==> src/rtl/jpeg_carry_chain_pipe.sv <==
// Segmented add/sub/compare pipeline: the carry chain is split into STAGES registered segments, giving STAGES cycles of latency.
// in_ready = !out_valid || out_ready; a stalled output freezes every stage in place, and bubbles are kept rather than collapsed.
module jpeg_carry_chain_pipe #(
    parameter int WIDTH  = 16,
    parameter int STAGES = 2
) (
    input  logic             clk,
    input  logic             rst_n,
    input  logic             in_valid,
    output logic             in_ready,
    input  logic [WIDTH-1:0] in_a,
    input  logic [WIDTH-1:0] in_b,
    input  logic             in_cin,
    input  logic [1:0]       in_mode,
    output logic             out_valid,
    input  logic             out_ready,
    output logic [WIDTH-1:0] out_sum,
    output logic             out_cout,
    output logic             out_ovf,
    output logic             out_lt,
    output logic             out_eq,
    output logic             err_mode
);

    localparam int SEG  = WIDTH / STAGES;
    localparam int LAST = STAGES - 1;

    logic             r_vld [STAGES];
    logic [WIDTH-1:0] r_a   [STAGES];
    logic [WIDTH-1:0] r_b   [STAGES];
    logic [WIDTH-1:0] r_sum [STAGES];
    logic             r_c   [STAGES];
    logic             r_cmp [STAGES];
    logic             r_lt  [STAGES];
    logic             r_eq  [STAGES];
    logic             r_ovf;
    logic             r_err;

    logic             w_adv;
    logic             w_sub;
    logic             w_vld_n [STAGES];
    logic [WIDTH-1:0] w_a_n   [STAGES];
    logic [WIDTH-1:0] w_b_n   [STAGES];
    logic [WIDTH-1:0] w_sum_n [STAGES];
    logic             w_cin   [STAGES];
    logic             w_c_n   [STAGES];
    logic             w_cmp_n [STAGES];
    logic             w_lt_n  [STAGES];
    logic             w_eq_n  [STAGES];
    logic [SEG:0]     w_seg   [STAGES];
    logic             w_ovf_n;

    assign w_adv = !r_vld[LAST] || out_ready;
    // Subtract and compare share the a + ~b + 1 chain; in_cin only matters for add/reserved.
    assign w_sub = (in_mode == 2'b01) || (in_mode == 2'b10);

    always_comb begin
        w_vld_n[0] = in_valid;
        w_a_n[0]   = in_a;
        w_b_n[0]   = w_sub ? ~in_b : in_b;
        w_sum_n[0] = '0;
        w_cin[0]   = w_sub ? 1'b1 : in_cin;
        w_cmp_n[0] = (in_mode == 2'b10);
        w_lt_n[0]  = (in_a < in_b);
        w_eq_n[0]  = (in_a == in_b);
        for (int k = 1; k < STAGES; k++) begin
            w_vld_n[k] = r_vld[k-1];
            w_a_n[k]   = r_a[k-1];
            w_b_n[k]   = r_b[k-1];
            w_sum_n[k] = r_sum[k-1];
            w_cin[k]   = r_c[k-1];
            w_cmp_n[k] = r_cmp[k-1];
            w_lt_n[k]  = r_lt[k-1];
            w_eq_n[k]  = r_eq[k-1];
        end
        for (int k = 0; k < STAGES; k++) begin
            w_seg[k] = {1'b0, w_a_n[k][k*SEG +: SEG]} + {1'b0, w_b_n[k][k*SEG +: SEG]}
                     + {{SEG{1'b0}}, w_cin[k]};
            w_sum_n[k][k*SEG +: SEG] = w_seg[k][SEG-1:0];
            w_c_n[k] = w_seg[k][SEG];
        end
        // a^b^sum at the MSB recovers the carry into the MSB.
        w_ovf_n = !w_cmp_n[LAST] & (w_a_n[LAST][WIDTH-1] ^ w_b_n[LAST][WIDTH-1]
                                    ^ w_sum_n[LAST][WIDTH-1] ^ w_c_n[LAST]);
        if (w_cmp_n[LAST]) begin
            w_sum_n[LAST] = '0;
        end
    end

    always_ff @(posedge clk or negedge rst_n) begin
        if (!rst_n) begin
            for (int k = 0; k < STAGES; k++) begin
                r_vld[k] <= 1'b0;
                r_a[k]   <= '0;
                r_b[k]   <= '0;
                r_sum[k] <= '0;
                r_c[k]   <= 1'b0;
                r_cmp[k] <= 1'b0;
                r_lt[k]  <= 1'b0;
                r_eq[k]  <= 1'b0;
            end
            r_ovf <= 1'b0;
            r_err <= 1'b0;
        end else begin
            if (w_adv) begin
                for (int k = 0; k < STAGES; k++) begin
                    r_vld[k] <= w_vld_n[k];
                    r_a[k]   <= w_a_n[k];
                    r_b[k]   <= w_b_n[k];
                    r_sum[k] <= w_sum_n[k];
                    r_c[k]   <= w_c_n[k];
                    r_cmp[k] <= w_cmp_n[k];
                    r_lt[k]  <= w_lt_n[k];
                    r_eq[k]  <= w_eq_n[k];
                end
                r_ovf <= w_ovf_n;
            end
            if (in_valid && w_adv && (in_mode == 2'b11)) begin
                r_err <= 1'b1;
            end
        end
    end

    assign in_ready  = w_adv;
    assign out_valid = r_vld[LAST];
    assign out_sum   = r_sum[LAST];
    assign out_cout  = r_c[LAST];
    assign out_ovf   = r_ovf;
    assign out_lt    = r_lt[LAST];
    assign out_eq    = r_eq[LAST];
    assign err_mode  = r_err;

endmodule

==> config.mk <==
export PLATFORM = sky130hd
export DESIGN_NAME = jpeg_carry_chain_pipe
export DESIGN_NICKNAME = d
export VERILOG_FILES = /design/src/rtl/jpeg_carry_chain_pipe.sv
export SDC_FILE = /design/constraint.sdc
export NUM_CORES = 1
export LEC_CHECK = 0
export BUFFER_PORTS_ARGS = -buffer_cell sky130_fd_sc_hd__buf_2
export CAP_MARGIN = 10
export CELL_PAD_IN_SITES_DETAIL_PLACEMENT = 1
export CELL_PAD_IN_SITES_GLOBAL_PLACEMENT = 1
export CORE_ASPECT_RATIO = 1.75
export CORE_MARGIN = 10
export CORE_UTILIZATION = 38
export CTS_CLUSTER_DIAMETER = 200
export DETAILED_ROUTE_END_ITERATION = 10
export GPL_TIMING_DRIVEN = 0
export PLACE_DENSITY = 0.8
export SYNTH_ARGS = -nofsm -noshare
export SYNTH_HDL_FRONTEND = slang
export SYNTH_SLANG_ARGS = --single-unit
==> constraint.sdc <==
create_clock -name clk -period 2.35 [get_ports clk]
set_input_delay 0.235 -clock clk [delete_from_list [all_inputs] [get_ports clk]]
set_output_delay 0.235 -clock clk [all_outputs]
set_load 0.05 [all_outputs]
## Word level (Yosys, flattened, before mapping)

Index checks and enable logic that the tools add are counted.
Widths: inputs -> output; s select.

| cells by class | value |
|---|---|
| $add $sub $neg | 4 |
| order comparisons | 1 |
| equality and inequality tests | 4 |
| muxes and demuxes | 3 |
| bitwise logic cells | 5 |
| reduce and logical (&&, ||, !) cells | 6 |

Operator list:

| kind | count |
|---|---|
| $mux 16 | 2 |
| $add 8x8->9 | 2 |
| $add 9x1->9 | 2 |
| $eq 16x16->1 | 1 |
| $lt 16x16->1 | 1 |
| $not 16->16 | 1 |
| $eq 2x2->1 const B | 2 |
| $xor 1x1->1 | 3 |
| $eq 2x1->1 const B | 1 |
| $logic_and 1x1->1 | 2 |
| $logic_not 1->1 | 2 |
| $logic_or 1x1->1 | 2 |
| $and 1x1->1 | 1 |
| $mux 1 | 1 |

| word-level totals | value |
|---|---|
| register bits | 67 |
| output and inout bits | 23 |

## Logic depth before layout (Yosys ltp)

| depth | value |
|---|---|
| depth in word-level cells | 5 |
| gate-level depth with buffers | 13 |

## Worst setup path after synthesis

No wires, ideal clock.

| path | value |
|---|---|
| path type | input -> register |
| from | input port in_mode[0] |
| to | register r_sum[22] (netlist name) |
| setup time | 0.069 ns |
| arrival time | 2.564 ns |
| setup slack | -0.283 ns |
| cell stages on the path | 13 |
| path buffers | 2 |
| cells stage by stage | inv_1 ha_1 buf_2 buf_2 xnor2_1 fa_1 inv_1 fa_1 nor2b_1 o21ai_0 a21boi_0 or3_1 nand3_1 |

| between the ends | value |
|---|---|
| cells in the longest elaborated chain, start to end | 5 |
| elaborated cells on any way between the ends | 7 |
| classes of those cells | add/sub: 2; eq/ne: 2; mux: 2; reduce/logical: 1 |

RTL lines:

| item | RTL line | RTL |
|---|---|---|
| from (decl) | 14 | `input logic [1:0] in_mode,` |
| $eq 2x1->1 or $eq 2x2->1 (tied branches) | 55 | `assign w_sub = (in_mode == 2'b01) \|\| (in_mode == 2'b10);` |
| $logic_or 1x1->1 * | 55 |  |
| $mux 16 | 60 | `w_b_n[0] = w_sub ? ~in_b : in_b;` |
| $add 8x8->9 | 77 | `w_seg[k] = {1'b0, w_a_n[k][k*SEG +: SEG]} + {1'b0, w_b_n[k][k*SEG +: SEG]}` |
| $add 9x1->9 * | 78 | `+ {{SEG{1'b0}}, w_cin[k]};` |
| to (signal, indexed assignment) | 110 | `r_sum[k] <= w_sum_n[k];` |
| to (decl) | 31 | `logic [WIDTH-1:0] r_sum [STAGES];` |

Every way passes the cells marked *; elsewhere a longest branch is shown, timed or not.
A chain may end at the register's enable or synchronous reset.

## Final worst setup path

| path | value |
|---|---|
| from | register r_b[24] (netlist name) |
| to | register r_sum, in the netlist out_sum[14] |

| between the ends | value |
|---|---|
| cells in the longest elaborated chain, start to end | 3 |

RTL lines:

| item | RTL line | RTL |
|---|---|---|
| from (decl) | 30 | `logic [WIDTH-1:0] r_b [STAGES];` |
| from (signal, indexed assignment) | 109 | `r_b[k] <= w_b_n[k];` |
| $add 8x8->9 | 77 |  |
| $add 9x1->9 | 78 |  |
| $mux 16 | 85 | `if (w_cmp_n[LAST]) begin` |

No other way between the ends.

==> impl_metrics.tcl <==
set metrics [dict create \
    core-area_um2 8610 \
    min_period_ps 2340 \
    crit_path_max_fanout 3 \
    wl_um 9660 \
    h-tree-depth 2 \
    cts_tree "built" \
    n_fill_cell 1029 \
    yosysSeqAreaShare_pct 38.6 \
    cts_sinks 51 \
    whs_path_depth 3 \
    final_cells 562 \
    detail_route.iter0.violations 86 \
    dp_cells 541 \
    finalCritPeriodShare_pct 99.5 \
    worstPathRequired_ps 2540 \
    die_width_um 90.5 \
    grtUsageTotal_pct 14.7 \
    fin_nets 519 \
    routedWlPerCell_um 17.2 \
    drc 0 \
    rows 45 \
    final-max-slew-violation-count 0 \
    io_pins 62 \
    mostFrequentLayoutCell "nand2_1" \
    clkLatencyLatePin_ps 300 \
    yosysWarnings 0 \
    p_leak_nw 2.11 \
    p_int_mw 2.41 \
    synth_edf_count 0 \
    async_reset_ff_share_pct 100 \
    numCtsBuffers 5 \
    mostFrequentLayoutCells "nand2_1, buf_2, dfrtp_1" \
    relSlewSlack_pct 58.4 \
    vias 2881 \
    setup_ws_ps 11.5 \
    max_freq_mhz 428 \
    p_comb_share_pct 48.1 \
    initial_core_util_pct 38.4 \
    rr_startpoint "r_b[24]$_DFFE_PN0N_" \
    grt_pass1_vias 3243 \
    die_h_um 143 \
    worstHoldEndpoint "r_a[26]$_DFFE_PN0N_" \
    worstMarginPinSlew_ps 608 \
    setup_viol 0 \
    status "finished, final reports clean" \
    hold_path_class "primary input to flop" \
    min_from "in_a[10]" \
    firstDrtPassIters 4 \
    ys.flop_type "dfrtp_1" \
    area_growth_pct 25.3 \
    power.density_nw_per_um2 989 \
    gp_congestion 0.857 \
    drive_above_1_share_pct 27.4 \
    gr-total-overflow 0 \
    ys_types 44 \
    n_antenna_cell 0 \
    total_power_mw 4.10 \
    syn_inst 363 \
    max_cap_violations 0 \
    root_buffer "clkbuf_16" \
    p_switching_mw 1.69 \
    cts_buffer_depth 2 \
    whs_ps 163 \
    dpl_worst_slack_ps -270 \
    startpoint_type "flop" \
    synth_seq_cells 51 \
    rsz0062_at_grt "yes" \
    r2r_end "out_sum[14]$_DFFE_PN0N_" \
    clk_pin_slew_worst_paths_ps 70 \
    sw_frac_of_total_pct 41.3 \
    critical_path_class "flop to flop" \
    antenna_left 0 \
    antenna_found_initial 0 \
    post-route-util_pct 48.1 \
    grt_start_max_net_pins 52 \
    power_frac_clock_pct 21.0 \
    viasPerCell 5.13 \
    power.share.sequential_pct 31.0 \
    grt_pass1_wl_um 15600 \
    port_buffers 61 \
    clock_skew_ps 11.0 \
    synth.avg_cell_area_um2 9.11 \
    cp-end-kind "flop" \
    cp.arrival_ps 2530 \
    netlist_area_um2 3310 \
    reg2reg_depth 8 \
    syn-num-nets 438 \
    hpwl_um 7330 \
    hold_viol_final 0 \
    reg2reg_setup_slack_ps 10 \
    die-area_um2 13000 \
    ir_drop_v 0.000418 \
]
[metal layers]
metal / track usage, % / vias up / wire length (um)
met5: 0 / - / 0
met4: 7.49 / 0 / 371
met3: 2.66 / 25 / 350
met2: 28.7 / 77 / 5380
met1: 14.2 / 1400 / 3560
li1: - / 1379 / -
[synthesized netlist by cell type (2+ instances only)]
master,number,area share [%]
nor2b_1,3,0.57
o21bai_1,2,0.45
o21a_1,2,0.45
a221oi_1,3,0.79
nand2_1,71,8.1
nor2_1,19,2.2
nand2b_1,2,0.38
fa_1,4,2.4
a21o_1,7,1.6
nand3_1,3,0.45
buf_4,16,3.6
a21oi_1,21,3.2
buf_1,2,0.23
o21ai_0,9,1.4
dfrtp_1,51,39
buf_2,5,0.76
a2111oi_0,2,0.53
a211oi_1,4,0.91
ha_1,32,12
a22o_1,4,1.1
clkbuf_1,8,0.91
xor2_1,13,3.4
nand3b_1,10,2.3
nor3_1,3,0.45
xnor2_1,10,2.6
nor3b_1,6,1.4
o41ai_1,3,0.79
and3_1,4,0.76
or3_1,2,0.38
inv_1,23,2.6
o31ai_1,4,0.91
nand4_1,3,0.57
[per-stage QoR]
step                      TNS [ps]  instance area (um^2)
after floorplan                  0                  3370
after global placement        -875                  3820
after detailed placement     -1280                  3820
after CTS                        0                  4030
after global routing          -227                  4150
final                            0                  4150
[cell type report]
class | instances | area [um^2] | area share [%]
clock buffer | 6 | 139 | 3.35
multi-input combinational | 257 | 1830 | 44.2
inverter | 24 | 90.1 | 2.17
sequential | 51 | 1280 | 30.8
tap | 117 | 146 | 3.53
buffer | 31 | 204 | 4.92
clock inverter | 2 | 38.8 | 0.935
timing repair buffer | 74 | 418 | 10.1
[power by group through the flow]
stage                     clock network, mW  registers [mW]  logic, mW
after floorplan                           0            1.32       1.36
after global placement                    0            1.27       1.80
after detailed placement                  0            1.28       1.85
after CTS                             0.873            1.27       1.90
after global routing                  0.907            1.30       2.15
final                                 0.860            1.27       1.97
[worst max-delay path: stages, from the launching register on]
cell,delay [ps]
dfrtp_1,410
fa_2,430
fa_2,400
a211oi_4,260
buf_4,150
o21bai_1,80
a21oi_1,220
xor2_1,90
o31ai_1,200
[timing repair]
action | CTS | global route
resized for setup | 2 | 7
buffers inserted | 3 | 8
hold buffers | 0 | 1
hold endpoints to repair | 0 | 9
endpoints found under the setup margin | 3 | 6
pin swaps | 3 | 6
[sequential cells by signal, summed over array words and instances (netlist names)]
signal and flops:
r_lt 1, out_valid 1, r_sum 8, out_cout 1
r_vld 1, r_a 8, r_eq 1, out_eq 1
out_sum 16, out_ovf 1, r_c 1, r_b 8
r_cmp 1, err_mode 1, out_lt 1
[how the worst max path moves through the flow]
stage	depth (start not counted)	start	to
6_report	8	r_b[24]$_DFFE_PN0N_	out_sum[14]$_DFFE_PN0N_
5_1_grt	8	r_b[24]$_DFFE_PN0N_	out_sum[14]$_DFFE_PN0N_
4_1_cts	7	r_b[24]$_DFFE_PN0N_	out_ovf$_DFFE_PN0N_
3_5_place_dp	12	in_mode[0]	r_sum[23]$_DFFE_PN0N_
3_3_place_gp	11	in_mode[1]	r_sum[23]$_DFFE_PN0N_
2_1_floorplan	11	in_mode[0]	r_sum[23]$_DFFE_PN0N_
[logic make-up after synthesis]
family | synth area share, %
buffers and inverters | 8.25
XOR/XNOR | 6.09
adder cells (fa/ha/maj) | 14.5
AND/OR/NAND/NOR | 17.7
multiplexers | 0.303
flip-flops | 38.6
AO/OA/AOI/OAI | 14.6
Note: power is estimated with default switching activity, not from simulation.
